<file path="src/rtl/i2cmb_cmd_sequencer.sv">
// Drives the i2cmb Wishbone port to run one I2C transfer per accepted request.
// Build option: define I2CMB_SEQ_IRQ_EN to enable the core interrupt and wait on irq_i instead of polling.
module i2cmb_cmd_sequencer #(
    parameter int unsigned LEN_W = 4
) (
    input  logic             clk_i,
    input  logic             rst_i,
    input  logic             req_valid_i,
    output logic             req_ready_o,
    input  logic             req_rw_i,
    input  logic [3:0]       req_bus_i,
    input  logic [6:0]       req_addr_i,
    input  logic [LEN_W-1:0] req_len_i,
    input  logic             wdata_valid_i,
    output logic             wdata_ready_o,
    input  logic [7:0]       wdata_i,
    output logic             rdata_valid_o,
    output logic [7:0]       rdata_o,
    output logic             done_o,
    output logic [1:0]       status_o,
    output logic             cyc_o,
    output logic             stb_o,
    output logic             we_o,
    output logic [1:0]       adr_o,
    output logic [7:0]       dat_o,
    input  logic [7:0]       dat_i,
    input  logic             ack_i,
    input  logic             irq_i
);

    localparam logic [1:0] ADR_CSR  = 2'd0;
    localparam logic [1:0] ADR_DPR  = 2'd1;
    localparam logic [1:0] ADR_CMDR = 2'd2;
`ifdef I2CMB_SEQ_IRQ_EN
    localparam logic [7:0] CSR_INIT = 8'hC0;
`else
    localparam logic [7:0] CSR_INIT = 8'h80;
`endif
    localparam logic [1:0] ST_NAK = 2'b01;
    localparam logic [1:0] ST_AL  = 2'b10;
    localparam logic [1:0] ST_ERR = 2'b11;

    typedef enum logic [3:0] {
        S_INIT, S_IDLE, S_SETBUS, S_START, S_ADDR,
        S_WDATA, S_RDATA, S_STOP, S_WAITDON, S_FINISH
    } state_t;

    state_t             state_q, state_d, ret_q, ret_d;
    logic [1:0]         step_q, step_d;
    logic [3:0]         bus_q, bus_d, cache_q, cache_d;
    logic               cache_ok_q, cache_ok_d;
    logic [6:0]         addr_q, addr_d;
    logic               rw_q, rw_d;
    logic [LEN_W-1:0]   cnt_q, cnt_d;
    logic [1:0]         err_q, err_d;
    logic               req_ready_q, req_ready_d, wdata_ready_q, wdata_ready_d;
    logic               rdata_valid_q, rdata_valid_d, done_q, done_d;
    logic [7:0]         rdata_q, rdata_d, dat_q, dat_d;
    logic [1:0]         status_q, status_d, adr_q, adr_d;
    logic               cyc_q, cyc_d, we_q, we_d;
    logic               go, go_we, acked;
    logic [1:0]         go_adr;
    logic [7:0]         go_dat;

`ifndef I2CMB_SEQ_IRQ_EN
    logic unused_irq;
    assign unused_irq = irq_i;
`endif

    assign acked = cyc_q && ack_i;

    // Next-state logic; each state requests at most one Wishbone access via go/go_*.
    always_comb begin
        state_d       = state_q;
        ret_d         = ret_q;
        step_d        = step_q;
        bus_d         = bus_q;
        addr_d        = addr_q;
        rw_d          = rw_q;
        cnt_d         = cnt_q;
        cache_d       = cache_q;
        cache_ok_d    = cache_ok_q;
        err_d         = err_q;
        rdata_valid_d = 1'b0;
        rdata_d       = rdata_q;
        done_d        = 1'b0;
        status_d      = status_q;
        cyc_d         = cyc_q;
        we_d          = we_q;
        adr_d         = adr_q;
        dat_d         = dat_q;
        go            = 1'b0;
        go_we         = 1'b1;
        go_adr        = ADR_CSR;
        go_dat        = 8'h00;
        if (acked) begin
            cyc_d = 1'b0;
            we_d  = 1'b0;
        end

        case (state_q)
            S_INIT: begin
                go     = 1'b1;
                go_dat = CSR_INIT;
                if (acked) state_d = S_IDLE;
            end
            S_IDLE: begin
                if (req_valid_i && req_ready_q) begin
                    bus_d   = req_bus_i;
                    addr_d  = req_addr_i;
                    rw_d    = req_rw_i;
                    cnt_d   = req_len_i;
                    err_d   = 2'b00;
                    step_d  = 2'd0;
                    state_d = (cache_ok_q && cache_q == req_bus_i) ? S_START : S_SETBUS;
                end
            end
            S_SETBUS: begin
                case (step_q)
                    2'd0: begin
                        go = 1'b1; go_adr = ADR_DPR; go_dat = {4'h0, bus_q};
                        if (acked) step_d = 2'd1;
                    end
                    2'd1: begin
                        go = 1'b1; go_adr = ADR_CMDR; go_dat = 8'h06;
                        if (acked) begin step_d = 2'd2; ret_d = S_SETBUS; state_d = S_WAITDON; end
                    end
                    default: begin
                        cache_d = bus_q; cache_ok_d = 1'b1; step_d = 2'd0; state_d = S_START;
                    end
                endcase
            end
            S_START: begin
                if (step_q == 2'd0) begin
                    go = 1'b1; go_adr = ADR_CMDR; go_dat = 8'h04;
                    if (acked) begin step_d = 2'd1; ret_d = S_START; state_d = S_WAITDON; end
                end else begin
                    step_d = 2'd0; state_d = S_ADDR;
                end
            end
            S_ADDR: begin
                case (step_q)
                    2'd0: begin
                        go = 1'b1; go_adr = ADR_DPR; go_dat = {addr_q, rw_q};
                        if (acked) step_d = 2'd1;
                    end
                    2'd1: begin
                        go = 1'b1; go_adr = ADR_CMDR; go_dat = 8'h01;
                        if (acked) begin step_d = 2'd2; ret_d = S_ADDR; state_d = S_WAITDON; end
                    end
                    default: begin
                        step_d  = 2'd0;
                        state_d = (cnt_q == LEN_W'(0)) ? S_STOP : (rw_q ? S_RDATA : S_WDATA);
                    end
                endcase
            end
            S_WDATA: begin
                case (step_q)
                    2'd0: begin
                        // Bus stays idle until the requester supplies the byte.
                        go = wdata_valid_i && wdata_ready_q; go_adr = ADR_DPR; go_dat = wdata_i;
                        if (acked) step_d = 2'd1;
                    end
                    2'd1: begin
                        go = 1'b1; go_adr = ADR_CMDR; go_dat = 8'h01;
                        if (acked) begin step_d = 2'd2; ret_d = S_WDATA; state_d = S_WAITDON; end
                    end
                    default: begin
                        cnt_d   = cnt_q - LEN_W'(1);
                        step_d  = 2'd0;
                        state_d = (cnt_q == LEN_W'(1)) ? S_STOP : S_WDATA;
                    end
                endcase
            end
            S_RDATA: begin
                if (step_q == 2'd0) begin
                    go = 1'b1; go_adr = ADR_CMDR;
                    go_dat = (cnt_q == LEN_W'(1)) ? 8'h03 : 8'h02;
                    if (acked) begin step_d = 2'd1; ret_d = S_RDATA; state_d = S_WAITDON; end
                end else begin
                    go = 1'b1; go_we = 1'b0; go_adr = ADR_DPR;
                    if (acked) begin
                        rdata_d       = dat_i;
                        rdata_valid_d = 1'b1;
                        cnt_d         = cnt_q - LEN_W'(1);
                        step_d        = 2'd0;
                        state_d       = (cnt_q == LEN_W'(1)) ? S_STOP : S_RDATA;
                    end
                end
            end
            S_STOP: begin
                go = 1'b1; go_adr = ADR_CMDR; go_dat = 8'h05;
                if (acked) begin ret_d = S_STOP; state_d = S_WAITDON; end
            end
            S_WAITDON: begin
`ifdef I2CMB_SEQ_IRQ_EN
                go = irq_i;
`else
                go = 1'b1;
`endif
                go_we = 1'b0; go_adr = ADR_CMDR;
                // No status bit set yet: stay and read again after the idle cycle.
                if (acked) begin
                    if (dat_i[7] || (dat_i[6] && ret_q == S_STOP)) begin
                        if (ret_q == S_STOP) begin
                            state_d = S_FINISH; done_d = 1'b1; status_d = err_q;
                        end else begin
                            state_d = ret_q;
                        end
                    end else if (dat_i[6]) begin
                        err_d = ST_NAK; step_d = 2'd0; state_d = S_STOP;
                    end else if (dat_i[5]) begin
                        status_d = ST_AL; done_d = 1'b1; cache_ok_d = 1'b0; state_d = S_FINISH;
                    end else if (dat_i[4]) begin
                        status_d = ST_ERR; done_d = 1'b1; cache_ok_d = 1'b0; state_d = S_FINISH;
                    end
                end
            end
            S_FINISH: state_d = S_IDLE;
            default:  state_d = S_INIT;
        endcase

        if (go && !cyc_q) begin
            cyc_d = 1'b1;
            we_d  = go_we;
            adr_d = go_adr;
            if (go_we) dat_d = go_dat;
        end

        req_ready_d   = (state_d == S_IDLE);
        wdata_ready_d = (state_d == S_WDATA) && (step_d == 2'd0) && !cyc_d;
    end

    always_ff @(posedge clk_i) begin
        if (rst_i) begin
            state_q       <= S_INIT;
            ret_q         <= S_IDLE;
            step_q        <= 2'd0;
            bus_q         <= 4'h0;
            addr_q        <= 7'h00;
            rw_q          <= 1'b0;
            cnt_q         <= '0;
            cache_q       <= 4'h0;
            cache_ok_q    <= 1'b0;
            err_q         <= 2'b00;
            req_ready_q   <= 1'b0;
            wdata_ready_q <= 1'b0;
            rdata_valid_q <= 1'b0;
            rdata_q       <= 8'h00;
            done_q        <= 1'b0;
            status_q      <= 2'b00;
            cyc_q         <= 1'b0;
            we_q          <= 1'b0;
            adr_q         <= 2'd0;
            dat_q         <= 8'h00;
        end else begin
            state_q       <= state_d;
            ret_q         <= ret_d;
            step_q        <= step_d;
            bus_q         <= bus_d;
            addr_q        <= addr_d;
            rw_q          <= rw_d;
            cnt_q         <= cnt_d;
            cache_q       <= cache_d;
            cache_ok_q    <= cache_ok_d;
            err_q         <= err_d;
            req_ready_q   <= req_ready_d;
            wdata_ready_q <= wdata_ready_d;
            rdata_valid_q <= rdata_valid_d;
            rdata_q       <= rdata_d;
            done_q        <= done_d;
            status_q      <= status_d;
            cyc_q         <= cyc_d;
            we_q          <= we_d;
            adr_q         <= adr_d;
            dat_q         <= dat_d;
        end
    end

    assign req_ready_o   = req_ready_q;
    assign wdata_ready_o = wdata_ready_q;
    assign rdata_valid_o = rdata_valid_q;
    assign rdata_o       = rdata_q;
    assign done_o        = done_q;
    assign status_o      = status_q;
    assign cyc_o         = cyc_q;
    assign stb_o         = cyc_q;
    assign we_o          = we_q;
    assign adr_o         = adr_q;
    assign dat_o         = dat_q;

endmodule

</file>
<file path="config.mk">
export PLATFORM = sky130hd
export DESIGN_NAME = i2cmb_cmd_sequencer
export DESIGN_NICKNAME = d
export VERILOG_FILES = /design/src/rtl/i2cmb_cmd_sequencer.sv
export SDC_FILE = /design/constraint.sdc
export NUM_CORES = 1
export LEC_CHECK = 0
export ABC_AREA = 0
export BUFFER_PORTS_ARGS = -buffer_cell sky130_fd_sc_hd__buf_2
export CORE_ASPECT_RATIO = 1.5
export CORE_MARGIN = 10
export CORE_UTILIZATION = 45
export DETAILED_ROUTE_END_ITERATION = 8
export GPL_ROUTABILITY_DRIVEN = 0
export PLACE_DENSITY = 0.68
export SLEW_MARGIN = 20
export SYNTH_ARGS = -nofsm -noshare
export SYNTH_HDL_FRONTEND = slang
export SYNTH_SLANG_ARGS = --single-unit
</file>
<file path="constraint.sdc">
create_clock -name clk_i -period 2.6 [get_ports clk_i]
set_input_delay 0.13 -clock clk_i [delete_from_list [all_inputs] [get_ports clk_i]]
set_output_delay 0.13 -clock clk_i [all_outputs]
set_load 0.005 [all_outputs]
</file>
==> results of run 1 <==
-- through the flow --
stage	cell area (um^2)	setup WS, ns	utilization
2_1_floorplan	3097	0.5578	-
3_3_place_gp	3542	0.2931	0.5241
3_5_place_dp	3542	0.2400	0.5241
4_1_cts	3729	0.08049	0.5516
5_1_grt	3730	0.09315	0.5518
6_report	3730	0.1403	0.5518
-- routing by layer --
layer | up-vias | track usage
li1 | 1548 | -
met2 | 130 | 0.2952
met3 | 35 | 0.04943
met5 | - | 0
met4 | 0 | 0.1030
met1 | 1484 | 0.1982
-- power by group through the flow --
stage	Sequential (mW)	Clock, mW	Combinational [mW]
after floorplan	0.928	0	0.186
after global placement	0.935	0	0.273
after global routing	0.918	0.859	0.309
after CTS	0.916	0.819	0.280
final	0.915	0.802	0.282
after detailed placement	0.935	0	0.278
-- sequential cells by signal, indices dropped and copies added, names as in the netlist, 2 cells and up --
| name | cells |
|---|---|
| rdata_o | 8 |
| cache_q | 4 |
| status_o | 2 |
| state_q | 4 |
| cnt_q | 4 |
| step_q | 2 |
| bus_q | 4 |
| adr_o | 2 |
| addr_q | 7 |
| dat_o | 8 |
| ret_q | 3 |
-- cell type report --
class	count	area, um^2
fillers	654	3029
multi-input cells	298	1760
flip-flops and latches	57	1141
repair buffers	89	510.5
clock buffers	10	127.6
well taps	78	97.59
clock inverters	6	58.81
inverters	9	33.78
-- layout by cell type (no fill, tap or decap), types with 3 or more instances in the layout --
cell       n
a21oi_1   48
o21ai_0   18
inv_1      8
xor2_1     3
and2_1     3
dfxtp_1   57
nor2b_1    4
nand2_1   70
clkbuf_8   9
nand2b_1   7
a22oi_1    7
o211ai_1   4
nor4b_1    3
nor3_1    10
a31oi_1    3
buf_4     26
buf_2     63
or2_2      3
nor2_1    28
or3_1      4
mux2i_1    9
clkinv_2   4
ha_1       3
nor3b_1    4
nand3_1   13
-- worst max-delay path, stage by stage, from the launching register on --
cell,delay (ns)
dfxtp_1,0.57
buf_4,0.28
nor2b_1,0.19
o31a_1,0.18
o211a_1,0.14
a221oi_1,0.07
a2111oi_1,0.70
and4_1,0.28
-- cell families (layout without fill, tap and decap cells) --
family,Yosys count,count (layout),share of synthesized area
compound gates,117,117,0.2493
xor+xnor,5,5,0.01414
mux,9,9,0.02909
simple gates,164,164,0.2634
flops,57,57,0.3685
buf+inv,43,114,0.06343
fa+ha+maj,3,3,0.01212
-- worst max path at each step --
stage | from | endpoint | cells past startpoint
6_report | state_q[2]$_SDFF_PP0_ | wdata_ready_o$_SDFF_PP0_ | 7
5_1_grt | state_q[2]$_SDFF_PP0_ | wdata_ready_o$_SDFF_PP0_ | 7
4_1_cts | state_q[0]$_SDFF_PP0_ | wdata_ready_o$_SDFF_PP0_ | 7
3_5_place_dp | state_q[0]$_SDFF_PP0_ | wdata_ready_o$_SDFF_PP0_ | 7
3_3_place_gp | state_q[0]$_SDFF_PP0_ | wdata_ready_o$_SDFF_PP0_ | 7
2_1_floorplan | state_q[1]$_SDFF_PP0_ | dat_o[3]$_SDFFE_PP0P_ | 8
-- repair_timing --
action,CTS,global route
resized for setup,0,1
endpoints found under the setup margin,0,1
hold buffers,0,0
==> qor.csv, run 1 <==
stage,metric,value,unit
cells_and_area,finalNetCount,505,
yosys,synthCells,398,
clock_network,cts_htree_levels,3,
yosys,yosysWarnings,0,
routing,met3_length,584,um
worst_setup_path,reg2regPathDepth,7,
sta,slew_viol_final,0,
global_routing,antenna_found_initial,0,
yosys,synth_nets,439,
min_path,worstHoldPathCells,3,
pwr,p_total,1.999,mW
worst_setup_path,cp-start-kind,register,
pwr,combPwrFrac,0.141,
pwr,pwr-share-clk,0.401,
sta,worst_pin_slew,0.6751,ns
pwr,p_sw,549.2,uW
clock_network,clockRootBuffer,clkbuf_8,
routing,first_pass_iters,7,
clock_network,post-cts-setup-buffers,0,
routing,dr_wl_met2,4736,um
pwr,powerDensity,535.9,nW/um^2
routing,viasPerCell,5.845,
pwr,p_leak,1.513,nW
cells_and_area,layout.cells.non_filler,547,
pwr,switching_share,0.2748,
clock_network,tritoncts,built,
worst_setup_path,critPathArrivalTime,2.75,ns
sta,skew,0.007341,ns
pwr,seqPwrFrac,0.458,
sta,tns,0,ns
global_routing,gr-total-overflow,0,
min_path,hold_path_class,input port to register,
die,die_area,10670,um^2
yosys,synth-edff-count,0,
sta,relSlewSlack,0.5488,
outcome,outcome,"complete, no violations",
worst_setup_path,timing.rr.end,wdata_ready_o$_SDFF_PP0_,
sta,timing.final.hold_violations,0,
placed_design,portBuffers,63,
yosys,synth_area,3097,um^2
sta,period_needed,2.460,ns
sta,hold_ws,0.01636,ns
worst_setup_path,endpoint_kind,register,
clock_network,clockBufferDepth,2,
die,core_area,6759,um^2
cells_and_area,antennaDiodeCount,0,
routing,drt_iter0_drc,437,
global_routing,grt_pass1_wl,15210,um
yosys,postSynthAreaPerCell,7.781,um^2
cells_and_area,areaGrowthSynthToFinish,20.44,%
worst_setup_path,rr_startpoint,state_q[2]$_SDFF_PP0_,
yosys,synth_top_area_cell,dfxtp_1,
yosys,synth.area.top_cells,"dfxtp_1 (37%), nand2_1 (8.5%), a21oi_1 (7.8%), nor2_1 (3.4%), mux2i_1 (2.9%)",
die,initial_utilization,0.4582,
routing,via_count,3197,
routing,routed.top_layer,met4,
global_routing,track_usage,0.1784,
yosys,ys_seq_elements,57,
clock_network,clock-sinks,57,
yosys,synth_cell_types,69,
die,chipWidth,87.73,um
global_routing,grt_pass1_vias,3116,
die,die_h,121.6,um
routing,post_drt_wl_per_cell,17.03,um
sta,max_freq,406.6,MHz
clock_network,cts_made_buffers,9,
yosys,synth_most_common_cell,nand2_1,
yosys,ys_seq_area_frac,0.3685,
worst_setup_path,r2r_setup_slack,0.14,ns
worst_setup_path,cp_max_fo,16,
yosys,synth_top_area_share,0.3685,
worst_setup_path,critPathKind,register to register,
yosys,async_reset_ff_frac,0,
yosys,synth_common_cells,"nand2_1 (70), dfxtp_1 (57), a21oi_1 (48), nor2_1 (28)",
pwr,ir_drop,0.3520,mV
clock_network,clk-insertion-delay-late,0.35,ns
routing,wl,9318,um
placed_design,dpl.hpwl,6853,um
routing,met1Wirelength,3633,um
routing,drc,0,
sta,fin_crit_sh,0.9460,
min_path,hp-start,req_addr_i[3],
die,placement_rows,37,
sta,setup_viol,0,
worst_setup_path,cp_data_required_time,2.89,ns
placed_design,dp_cells,531,
die,io_pins,65,
min_path,min_to,addr_q[3]$_SDFFE_PP0P_,
clock_network,clk_pin_slew,0.06,ns
routing,antenna_left,0,
flow_run,maxCapViolCount,0,
cells_and_area,drive_gt1_frac,0.2516,
sta,rsz0062_at_grt,no,
global_routing,grt_max_degree,29,
pwr,p_int,1.449,mW
yosys,ys.flop_type,dfxtp_1,
Note: power is estimated with default switching activity, not from simulation.
==> inputs of run 2 (changes only) <==
--- a/config.mk
+++ b/config.mk
@@ -6,14 +6,14 @@
 export NUM_CORES = 1
 export LEC_CHECK = 0
 export ABC_AREA = 0
-export BUFFER_PORTS_ARGS = -buffer_cell sky130_fd_sc_hd__buf_2
-export CORE_ASPECT_RATIO = 1.5
+export CORE_ASPECT_RATIO = 1.1
 export CORE_MARGIN = 10
 export CORE_UTILIZATION = 45
 export DETAILED_ROUTE_END_ITERATION = 8
+export DONT_BUFFER_PORTS = 1
 export GPL_ROUTABILITY_DRIVEN = 0
-export PLACE_DENSITY = 0.68
 export SLEW_MARGIN = 20
 export SYNTH_ARGS = -nofsm -noshare
 export SYNTH_HDL_FRONTEND = slang
 export SYNTH_SLANG_ARGS = --single-unit
+export TNS_END_PERCENT = 100
==> run 2 against run 1 <==
Effect of this change: non-clock buffer count decreased by 44; flip-flop and latch count unchanged; largest power group unchanged; clock skew rose by 0.0022 ns; core utilization decreased by 0.36 points; global-route usage is 0.23 points lower; critical endpoint unchanged; register-to-register slack improved by 0.11 ns; setup slack better by 0.11 ns; sequential power is 0.7% higher; maximum frequency is 4.6% higher.
==> qor.csv, run 2 (synthesis gave the netlist of run 1 again) <==
stage,metric,value,unit
die,chipWidth,99.10,um
worst_setup_path,critPathKind,register to register,
clock_network,clk-insertion-delay-late,0.34,ns
clock_network,tritoncts,built,
pwr,p_total,1.996,mW
routing,routed.top_layer,met4,
sta,relSlewSlack,0.6323,
die,placement_rows,31,
cells_and_area,finalNetCount,461,
flow_run,maxCapViolCount,0,
die,die_area,10600,um^2
worst_setup_path,cp_data_required_time,2.88,ns
cells_and_area,num-fill-cells,660,
sta,period_needed,2.351,ns
global_routing,grt_pass1_wl,15320,um
global_routing,antenna_found_initial,0,
routing,dr_wl_met2,4502,um
pwr,ir_drop,0.3242,mV
clock_network,clockRootBuffer,clkbuf_8,
pwr,p_leak,1.302,nW
worst_setup_path,cp_max_fo,14,
routing,post_drt_wl_per_cell,18.37,um
worst_setup_path,reg2regPathDepth,6,
sta,tns,0,ns
global_routing,grt_pass1_vias,3032,
placed_design,portBuffers,0,
sta,rsz0062_at_grt,no,
outcome,outcome,"complete, no violations",
cells_and_area,regArea,1141,um^2
die,io_pins,65,
cells_and_area,drive_gt1_frac,0.1247,
routing,drc,0,
routing,drt_iter0_drc,241,
routing,met3_length,718,um
routing,via_count,2975,
sta,skew,0.009511,ns
clock_network,cts_made_buffers,9,
sta,timing.final.hold_violations,0,
routing,viasPerCell,5.868,
global_routing,track_usage,0.1760,
placed_design,dpl.hpwl,6487,um
min_path,min_to,wdata_ready_o$_SDFF_PP0_,
worst_setup_path,timing.rr.end,wdata_ready_o$_SDFF_PP0_,
cells_and_area,antennaDiodeCount,0,
cells_and_area,multi_input_area,1760,um^2
sta,max_freq,425.3,MHz
cells_and_area,final_cell_mix,"nand2_1 (70), dfxtp_1 (57), a21oi_1 (48)",
worst_setup_path,r2r_setup_slack,0.25,ns
min_path,hp-start,rst_i,
worst_setup_path,critPathArrivalTime,2.63,ns
cells_and_area,areaGrowthSynthToFinish,17.41,%
cells_and_area,final_common_cell,nand2_1,
min_path,hold_path_class,input port to register,
worst_setup_path,cp-start-kind,register,
routing,wl,9315,um
sta,setup_viol,0,
global_routing,grt_max_degree,53,
worst_setup_path,rr_startpoint,state_q[2]$_SDFF_PP0_,
worst_setup_path,endpoint_kind,register,
global_routing,gr-total-overflow,0,
min_path,worstHoldPathCells,2,
clock_network,cts_htree_levels,3,
sta,fin_crit_sh,0.9044,
sta,worst_pin_slew,0.5478,ns
die,core_area,6633,um^2
routing,antenna_left,0,
die,initial_utilization,0.4669,
pwr,powerDensity,548.9,nW/um^2
clock_network,clockBufferDepth,2,
die,die_h,107.0,um
routing,met1Wirelength,3912,um
sta,slew_viol_final,0,
routing,first_pass_iters,4,
clock_network,clock-sinks,57,
clock_network,clk_pin_slew,0.07,ns
## run 2: cell types whose count changed in the layout (fill, tap and decap cells not counted), sizes merged
cell         change
clkinv           -3
buf             -65
clkinvlp         +2
dlygate4sd3     +21
inv              +1
## run 2: repair_timing
item / CTS / global route
hold buffers: 22 / 0
endpoints found under the setup margin: 0 / 2
buffers inserted: 0 / 0
gates resized for setup: 0 / 1
endpoints found under the hold margin: 52 / 0
## run 2: stage by stage
step / setup WS (ns) / utilization / hold slack, ns / cell area, um^2 / cells
floorplan: 0.5578 / - / 0.2660 / 3097 / 398
global placement: 0.2536 / 0.4839 / 0.2049 / 3209 / 469
detailed placement: 0.2570 / 0.4839 / 0.2066 / 3209 / 469
CTS: 0.2400 / 0.5480 / 0.03329 / 3635 / 507
global route: 0.08189 / 0.5482 / 0.02752 / 3636 / 507
finish: 0.2485 / 0.5482 / 0.03026 / 3636 / 507
## run 2: worst max-delay path by stage
stage / endpoint / startpoint
after CTS: wdata_ready_o$_SDFF_PP0_ / state_q[2]$_SDFF_PP0_
after floorplan: dat_o[3]$_SDFFE_PP0P_ / state_q[1]$_SDFF_PP0_
after global placement: wdata_ready_o$_SDFF_PP0_ / state_q[2]$_SDFF_PP0_
after global routing: cnt_q[2]$_SDFFE_PP0P_ / state_q[1]$_SDFF_PP0_
after detailed placement: wdata_ready_o$_SDFF_PP0_ / state_q[2]$_SDFF_PP0_
final: wdata_ready_o$_SDFF_PP0_ / state_q[2]$_SDFF_PP0_
## run 2: critical path: stages (launching register included)
cell       delay (ns)
dfxtp_1          0.60
nor2b_1          0.44
o31a_1           0.21
o211a_1          0.15
a221oi_1         0.07
a2111oi_1        0.56
and4_1           0.26
## run 2: cell type report
class	count	area share
clock inverter	6	0.01858
sequential	57	0.3138
timing repair buffer	45	0.1108
multi-input combinational	298	0.4842
tap	82	0.02822
clock buffer	10	0.03510
inverter	9	0.009291
## run 2: routing by layer
layer | vias up | track usage
li1 | 1465 | -
met1 | 1396 | 0.2077
met2 | 101 | 0.2826
met3 | 13 | 0.06615
met4 | 0 | 0.06762
met5 | - | 0
## run 2: power by group
part | switching (mW) | internal (mW)
Combinational | 0.140 | 0.112
Clock | 0.378 | 0.445
Sequential | 0.0276 | 0.893
==> inputs of run 3 (changes only) <==
==> constraint.sdc (replaced) <==
create_clock -name clk_i -period 2.6 [get_ports clk_i]
set_input_delay 0.39 -clock clk_i [delete_from_list [all_inputs] [get_ports clk_i]]
set_output_delay 0.39 -clock clk_i [all_outputs]
set_load 0.005 [all_outputs]
==> run 3 against run 2 <==
Effect of this change: critical path depth up 2; via count fell by 3.4%; first-iteration DRC count decreased by 30%; clock skew is 0.0026 ns higher; maximum frequency shrank 0.48%; cell area shrank 5.2%; wire length fell by 3.8%; global-route usage is 0.65 points lower.
==> qor.csv, run 3 (synthesis gave the netlist of run 1 again) <==
stage,metric,value,unit
sta,relSlewSlack,0.6248,
clock_network,clk_pin_slew,0.07,ns
die,die_h,107.0,um
clock_network,cts_htree_levels,3,
clock_network,clk-insertion-delay-late,0.34,ns
min_path,worstHoldPathCells,1,
sta,rsz0062_at_grt,no,
sta,fin_crit_sh,0.9087,
worst_setup_path,endpoint_kind,register,
worst_setup_path,rr_startpoint,state_q[1]$_SDFF_PP0_,
die,die_area,10600,um^2
sta,worst_pin_slew,0.5590,ns
worst_setup_path,r2r_setup_slack,0.24,ns
sta,tns,0,ns
clock_network,clock-sinks,57,
worst_setup_path,cp_max_fo,11,
worst_setup_path,critPathArrivalTime,2.64,ns
placed_design,dpl.hpwl,6562,um
worst_setup_path,reg2regPathDepth,8,
routing,viasPerCell,5.877,
global_routing,grt_pass1_vias,2884,
global_routing,gr-total-overflow,0,
worst_setup_path,cp-start-kind,register,
cells_and_area,layout.cells.non_filler,489,
die,core_area,6633,um^2
cells_and_area,num-fill-cells,649,
die,io_pins,65,
pwr,powerDensity,577.1,nW/um^2
cells_and_area,drive_gt1_frac,0.1400,
clock_network,clockRootBuffer,clkbuf_8,
die,initial_utilization,0.4669,
placed_design,portBuffers,0,
routing,post_drt_wl_per_cell,18.33,um
global_routing,antenna_found_initial,0,
min_path,hp-start,rst_i,
routing,first_pass_iters,4,
sta,period_needed,2.363,ns
cells_and_area,final_cell_mix,"nand2_1 (70), dfxtp_1 (56), a21oi_1 (48)",
worst_setup_path,timing.rr.end,wdata_ready_o$_SDFF_PP0_,
sta,max_freq,423.2,MHz
sta,skew,0.01208,ns
pwr,p_total,1.989,mW
cells_and_area,final_common_cell,nand2_1,
clock_network,cts_made_buffers,9,
pwr,ir_drop,0.3734,mV
worst_setup_path,cp_data_required_time,2.87,ns
global_routing,grt_max_degree,54,
clock_network,tritoncts,built,
sta,slew_viol_final,0,
worst_setup_path,critPathKind,register to register,
routing,via_count,2874,
min_path,hold_path_class,input port to register,
outcome,outcome,"complete, no violations",
clock_network,post-cts-setup-buffers,0,
sta,timing.final.hold_violations,0,
clock_network,clockBufferDepth,2,
flow_run,maxCapViolCount,0,
global_routing,grt_pass1_wl,14800,um
cells_and_area,areaGrowthSynthToFinish,11.31,%
global_routing,track_usage,0.1696,
die,placement_rows,31,
routing,antenna_left,0,
routing,drc,0,
sta,setup_viol,0,
routing,drt_iter0_drc,168,
min_path,min_to,rdata_valid_o$_SDFF_PP0_,
routing,wl,8961,um
cells_and_area,antennaDiodeCount,0,
pwr,p_leak,1.235,nW
placed_design,dp_cells,473,
die,chipWidth,99.10,um
cells_and_area,finalNetCount,443,
run 3: changes by cell type in the layout (fill, tap and decap cells not counted), sizes merged:
cell / previous run / this run
dlygate4sd3: 21 / 0
inv: 9 / 8
buf: 24 / 27
clkinvlp: 2 / 1
clkbuf: 10 / 12
run 3: worst max path at each step:
stage | slack [ns] | startpoint | cells after the start | to
2_1_floorplan | 0.56 | state_q[1]$_SDFF_PP0_ | 8 | dat_o[3]$_SDFFE_PP0P_
3_3_place_gp | 0.32 | state_q[1]$_SDFF_PP0_ | 8 | wdata_ready_o$_SDFF_PP0_
3_5_place_dp | 0.28 | state_q[1]$_SDFF_PP0_ | 8 | wdata_ready_o$_SDFF_PP0_
4_1_cts | 0.26 | state_q[1]$_SDFF_PP0_ | 8 | req_ready_o$_SDFF_PP0_
5_1_grt | 0.03 | state_q[1]$_SDFF_PP0_ | 8 | req_ready_o$_SDFF_PP0_
6_report | 0.24 | state_q[1]$_SDFF_PP0_ | 8 | wdata_ready_o$_SDFF_PP0_
run 3: power breakdown:
group | leakage (nW) | total, mW | switching, mW | internal [mW]
logic | 0.672 | 0.219 | 0.126 | 0.0929
clock network | 0.103 | 0.853 | 0.358 | 0.495
registers | 0.461 | 0.917 | 0.0235 | 0.894
run 3: cell type report:
class | count | area, um^2 | area share
inverter | 9 | 33.78 | 0.009800
clock buffer | 12 | 155.1 | 0.04501
multi-input combinational | 298 | 1759 | 0.5103
timing repair buffer | 27 | 202.7 | 0.05880
clock inverter | 4 | 51.30 | 0.01488
tap | 82 | 102.6 | 0.02976
sequential | 57 | 1142 | 0.3314
run 3: what timing repair did:
| action | 4_1_cts | 5_1_grt |
|---|---|---|
| resized for setup | 0 | 1 |
| hold buffers | 0 | 0 |
| endpoints found under the setup margin | 0 | 1 |
run 3: metal layers:
metal | part of all wire | global-route usage | up-vias
met3 | 0.092 | 0.06423 | 17
met2 | 0.47 | 0.2593 | 96
li1 | - | - | 1418
met4 | 0.027 | 0.09221 | 0
met5 | 0 | 0 | -
met1 | 0.41 | 0.2003 | 1343
run 3: worst max-delay path, stage by stage, from the launching register on:
cell	delay [ns]
dfxtp_1	0.42
buf_4	0.21
nor3_1	0.35
nand3_1	0.17
a21oi_1	0.22
a221oi_1	0.16
a2111oi_0	0.45
buf_4	0.19
and4_1	0.15
run 3: stage by stage:
stage	utilization	setup slack, ns	hold WS (ns)	cell area (um^2)
floorplan	-	0.5578	0.4357	3097
global placement	0.4884	0.3221	0.4371	3239
detailed placement	0.4884	0.2831	0.4403	3239
CTS	0.5195	0.2634	0.1083	3446
global route	0.5197	0.02566	0.1008	3447
finish	0.5197	0.2373	0.1195	3447
